$ cat src/rtl/cart_mbc1.sv
// MBC1 cartridge responder: bank registers, address translation and a req/ack
// backing-memory port with a one-deep queue for RAM writes that arrive while busy.
module cart_mbc1 #(
  parameter int ROM_ADDR_W  = 21,
  parameter int RAM_ADDR_W  = 15,
  parameter int RAM_PRESENT = 1
) (
  input  logic        clk,
  input  logic        rst,
  input  logic [15:0] a,
  input  logic [7:0]  wdata,
  output logic [7:0]  rdata,
  input  logic        wr,
  input  logic        rd,
  output logic        mem_req,
  output logic        mem_we,
  output logic        mem_sel,
  output logic [20:0] mem_addr,
  output logic [7:0]  mem_wdata,
  input  logic [7:0]  mem_rdata,
  input  logic        mem_ack,
  output logic        overrun
);

  localparam logic [20:0] ROM_MASK = 21'((64'd1 << ROM_ADDR_W) - 64'd1);
  localparam logic [14:0] RAM_MASK = 15'((64'd1 << RAM_ADDR_W) - 64'd1);

  typedef enum logic [1:0] {IDLE, BUSY, QDRAIN} state_t;

  state_t      state;
  logic        wr_q;
  logic        ram_en;
  logic [4:0]  bank1;
  logic [1:0]  bank2;
  logic        mode;
  logic [15:0] tag;
  logic        tag_valid;
  logic [15:0] req_a;
  logic        stale;
  logic        q_valid;
  logic [14:0] q_addr;
  logic [7:0]  q_data;

  logic        is_rom, is_ram, ram_ok, mapped;
  logic        wr_edge, reg_wr, ram_wr, inval;
  logic [1:0]  hi2;
  logic [20:0] rom_addr;
  logic [14:0] ram_addr;
  logic        tag_hit, can_issue, do_q, do_wr, do_rd, issue;
  logic        q_push, q_drop, ack_ok, rd_done;

  assign is_rom   = ~a[15];
  assign is_ram   = (a[15:13] == 3'b101);
  assign ram_ok   = (RAM_PRESENT != 0) && ram_en && is_ram;
  assign mapped   = is_rom | ram_ok;
  assign wr_edge  = wr & ~wr_q;
  assign reg_wr   = wr_edge & is_rom;
  assign ram_wr   = wr_edge & ram_ok;
  assign inval    = reg_wr | ram_wr;
  assign hi2      = mode ? bank2 : 2'b00;
  assign rom_addr = (a[14] ? {bank2, bank1, a[13:0]} : {hi2, 5'd0, a[13:0]}) & ROM_MASK;
  assign ram_addr = {hi2, a[12:0]} & RAM_MASK;
  assign tag_hit  = tag_valid && (a == tag);

  // A pending queued write always goes first; a write strobe beats a read.
  assign can_issue = (state == IDLE) || (state == QDRAIN);
  assign do_q      = can_issue && q_valid;
  assign do_wr     = (state == IDLE) && !q_valid && ram_wr;
  assign do_rd     = (state == IDLE) && !q_valid && !wr_edge && rd && mapped && !tag_hit;
  assign issue     = do_q | do_wr | do_rd;
  assign q_push    = ram_wr && (((state == BUSY) && !q_valid) || do_q);
  assign q_drop    = ram_wr && (state == BUSY) && q_valid;
  assign ack_ok    = (state == BUSY) && mem_ack;
  assign rd_done   = ack_ok && !mem_we;

  // Control: bank registers, FSM, queue occupancy, read tag
  always_ff @(posedge clk or posedge rst) begin
    if (rst) begin
      state     <= IDLE;
      wr_q      <= 1'b0;
      ram_en    <= 1'b0;
      bank1     <= 5'd1;
      bank2     <= 2'd0;
      mode      <= 1'b0;
      rdata     <= 8'hFF;
      mem_req   <= 1'b0;
      mem_we    <= 1'b0;
      overrun   <= 1'b0;
      tag_valid <= 1'b0;
      stale     <= 1'b0;
      q_valid   <= 1'b0;
    end else begin
      wr_q <= wr;
      if (reg_wr) begin
        case (a[14:13])
          2'd0: ram_en <= (wdata[3:0] == 4'hA);
          2'd1: bank1  <= (wdata[4:0] == 5'd0) ? 5'd1 : wdata[4:0];
          2'd2: bank2  <= wdata[1:0];
          2'd3: mode   <= wdata[0];
          default: ;
        endcase
      end
      if (q_push)     q_valid <= 1'b1;
      else if (do_q)  q_valid <= 1'b0;
      if (q_drop) overrun <= 1'b1;

      if (rd_done)            rdata <= mem_rdata;
      else if (rd && !mapped) rdata <= 8'hFF;

      // A read whose banks changed under it returns data but is not cached
      if (inval || (rd && !mapped)) tag_valid <= 1'b0;
      else if (rd_done && !stale)   tag_valid <= 1'b1;

      case (state)
        IDLE, QDRAIN: begin
          if (issue) begin
            mem_req <= 1'b1;
            mem_we  <= ~do_rd;
            stale   <= 1'b0;
            state   <= BUSY;
          end
        end
        BUSY: begin
          if (inval) stale <= 1'b1;
          if (mem_ack) begin
            mem_req <= 1'b0;
            state   <= (q_valid || q_push) ? QDRAIN : IDLE;
          end
        end
        default: state <= IDLE;
      endcase
    end
  end

  // Data: request payload, queued write and tag carry no reset
  always_ff @(posedge clk) begin
    if (do_q) begin
      mem_sel   <= 1'b1;
      mem_addr  <= {6'd0, q_addr};
      mem_wdata <= q_data;
    end else if (do_wr) begin
      mem_sel   <= 1'b1;
      mem_addr  <= {6'd0, ram_addr};
      mem_wdata <= wdata;
    end else if (do_rd) begin
      mem_sel   <= ~is_rom;
      mem_addr  <= is_rom ? rom_addr : {6'd0, ram_addr};
      req_a     <= a;
    end
    if (q_push) begin
      q_addr <= ram_addr;
      q_data <= wdata;
    end
    if (rd_done) tag <= req_a;
  end

endmodule

$ cat config.mk
export PLATFORM = sky130hd
export DESIGN_NAME = cart_mbc1
export DESIGN_NICKNAME = d
export VERILOG_FILES = /design/src/rtl/cart_mbc1.sv
export SDC_FILE = /design/constraint.sdc
export NUM_CORES = 1
export LEC_CHECK = 0
export CAP_MARGIN = 40
export CELL_PAD_IN_SITES_DETAIL_PLACEMENT = 1
export CELL_PAD_IN_SITES_GLOBAL_PLACEMENT = 2
export CORE_MARGIN = 2
export CORE_UTILIZATION = 40
export CTS_CLUSTER_SIZE = 28
export DETAILED_ROUTE_END_ITERATION = 7
export MAX_ROUTING_LAYER = met4
export PLACE_DENSITY = 0.8
export SETUP_SLACK_MARGIN = 0.02
export SYNTH_ARGS = -nofsm -noshare
export SYNTH_HDL_FRONTEND = slang
export SYNTH_SLANG_ARGS = --single-unit
$ cat constraint.sdc
create_clock -name clk -period 7.41 [get_ports clk]
set_input_delay 1.1115 -clock clk [delete_from_list [all_inputs] [get_ports clk]]
set_output_delay 1.1115 -clock clk [all_outputs]
set_load 0.05 [all_outputs]
==> flow_summary.toml <==
[status]
status = "finished, final reports clean"

[setup_path]
path_cells = "clkdlybuf4s50_1, xor2_1, nor4_2, and3_4, a21oi_1, and2_1"
crit_required_ns = 7.40
cp-end-kind = "register"
cp.arrival_ns = 3.49
cp_max_fo = 16
reg2reg_depth = 6
cp_slowest_stage_delay_ns = 0.83
crit_slowest_cell = "clkdlybuf4s50_1"
worstSetupPathType = "in2reg"
worst_setup_path_start_kind = "input pin"

[timing]
drv_slew = 0
rsz0062_at_grt = "false"
relSlewSlack_pct = 48.8
period_minus_slack_ns = 3.50
period_share_pct = 47.2
hold_viol = 0
tns_ns = 0
setup_ws_ns = 3.91
clock-skew-final_ns = 0.0108
setup_viol = 0
fmax_mhz = 286
worst_pin_slew_ns = 0.768

[clock_tree]
cts.path.max_buffers = 2
cts.repair.resized = 0
insertion_delay_ns = 0.36
cts.reportedPaths.clkPinSlew_ns = 0.09
cts-buffers-inserted = 9
root_buffer = "clkbuf_8"
cts.sinks = 111
cts_tree = "built"
htreeDepth = 3
post-cts-setup-buffers = 0
cts_hold_buf = 0

[layout]
fill_cells = 1012
areaGrowthSynthToFinish_pct = 27.3
fin_nets = 377
design_area_um2 = 5410
drive_gt1_share_pct = 20.0
final_cell_mix = "edfxtp_1, clkdlybuf4s50_1, mux2_2, dfrtp_1, xor2_1"
num_antenna_cells = 0
final_common_cell = "edfxtp_1"
postLayoutCoreUtil_pct = 52.4

[die]
initial_core_util_pct = 41.2
num_rows = 37
io_pins = 78
die_y_um = 107
die-area_um2 = 11500
core_um2 = 10300
die-width_um = 107

[routing]
wl_per_cell_um = 17.4
drt_wl_total_um = 8380
drtIter0Drc = 113
dr.pass1.iters = 4
viasPerCell = 5.08
drc = 0
postRouteAntennaNets = 0
vias = 2442

[yosys]
synth_fp_nets = 291
yosysWarnings = 0
synth_edf_count = 78
postSynthCellCount = 254
synth_top_flop_cell = "edfxtp_1"
synthArstFlopShare_pct = 23.4
synth_seq_cells = 111
avgSynthCellArea_um2 = 16.7
yosysSeqAreaShare_pct = 74.0
syn_area_um2 = 4250
synth_cell_types = 43

[placement]
placed_area_um2 = 5220
dpl_worst_slack_ns = 3.53
dp_hpwl_um = 5850
gp_congestion = 0.775
port-buffer-count = 77

[power]
p_leak_uw = 0.00191
ir_worst_vdd_mv = 0.115
p_per_area_nw_per_um2 = 246
total_power_uw = 1330

[global_route]
grt_pass1_vias = 2509
grt_overflow = 0
track_usage_pct = 15.8
grt_max_degree = 28
grt_pass1_wl_um = 13300
antenna_found_initial = 0

[run]
drv_cap = 0

[hold_path]
hold_class = "reg2reg"
whs_path_depth = 0
-- area by class of cell --
class,count,area [µm²],share of cell area [%]
Multi-Input combinational cell,129,1050,19.5
Inverter,9,33.8,0.624
Timing Repair Buffer,80,813,15.0
Sequential cell,111,3140,58.1
Clock buffer,9,124,2.29
Clock inverter,7,71.3,1.32
Tap cell,136,170,3.15
-- cells in the mapped netlist (2+ instances only) --
library cell	n	area, µm²
nor3b_1	2	15.0
o21ai_1	2	10.0
dfxtp_1	7	140
dfstp_2	9	236
a22o_1	6	52.6
nor2b_1	3	18.8
nand2_1	10	37.5
edfxtp_1	78	2340
nor2_1	9	33.8
nor4_1	2	12.5
dfrtp_1	17	425
and2_1	4	25.0
nand4_1	2	12.5
inv_1	8	30.0
nand3_1	4	20.0
o21ai_0	5	25.0
a21oi_1	6	30.0
mux2_2	29	327
xor2_1	14	123
and3_1	2	12.5
nor4_2	2	25.0
buf_2	5	25.0
o22a_1	8	70.1
-- metrics by stage --
stage	std cells	hold slack (ns)
final	481	0.426
after detailed placement	465	0.408
after floorplan	254	0.400
after global placement	464	0.403
after global routing	481	0.436
after CTS	481	0.431
-- worst max-delay path: cells and delay by family --
kind                      cells  cell delay (ns)
and+or+nand+nor               3             0.95
AOI/OAI and AO/OA             1             0.35
xor gates and xnor gates      1             0.23
buffers and inverters         1             0.83
-- state kept, by name, indices dropped and copies added (netlist names), 2 cells and up --
signal     flops
bank1          5
bank2          2
state          2
mem_addr      21
q_data         8
rdata          8
mem_wdata      8
req_a         16
tag           16
q_addr        15
-- path summary, 6_finish.rpt --
path | endpoint | slack, ns | start
max | req_a[7]$_DFFE_PP_ | 3.91 | a[15]
min | tag[15]$_DFFE_PP_ | 0.43 | req_a[15]$_DFFE_PP_
max reg2reg | mem_sel$_SDFFE_PP1P_ | 4.92 | tag[1]$_DFFE_PP_
min reg2reg | tag[15]$_DFFE_PP_ | 0.43 | req_a[15]$_DFFE_PP_
max in group asynchronous | bank1[0]$_DFFE_PP1P_ | 5.82 | rst
min in group asynchronous | tag_valid$_DFFE_PP0P_ | 1.06 | rst
-- power breakdown --
part	leakage (µW)	switching [µW]	internal, µW
logic	0.000727	138	90.7
clock network	0.0000990	201	158
registers	0.00108	25.2	718
-- metal layers --
layer / track usage, % / wire length, µm / up-vias
met5: - / 0 / -
met4: 5.01 / 91 / 0
met3: 2.55 / 326 / 7
met2: 23.6 / 4020 / 59
met1: 22.3 / 3940 / 1240
li1: - / - / 1136
-- cells by family after synthesis --
kind of cell / count (synthesis) / synth area share, %
buffers and inverters: 14 / 1.38
DFF: 111 / 74.0
and+or+nand+nor: 48 / 6.56
AOI/OAI and AO/OA: 36 / 6.95
muxes: 29 / 7.68
xor gates and xnor gates: 16 / 3.47
Note: power is estimated with default switching activity, not from simulation.
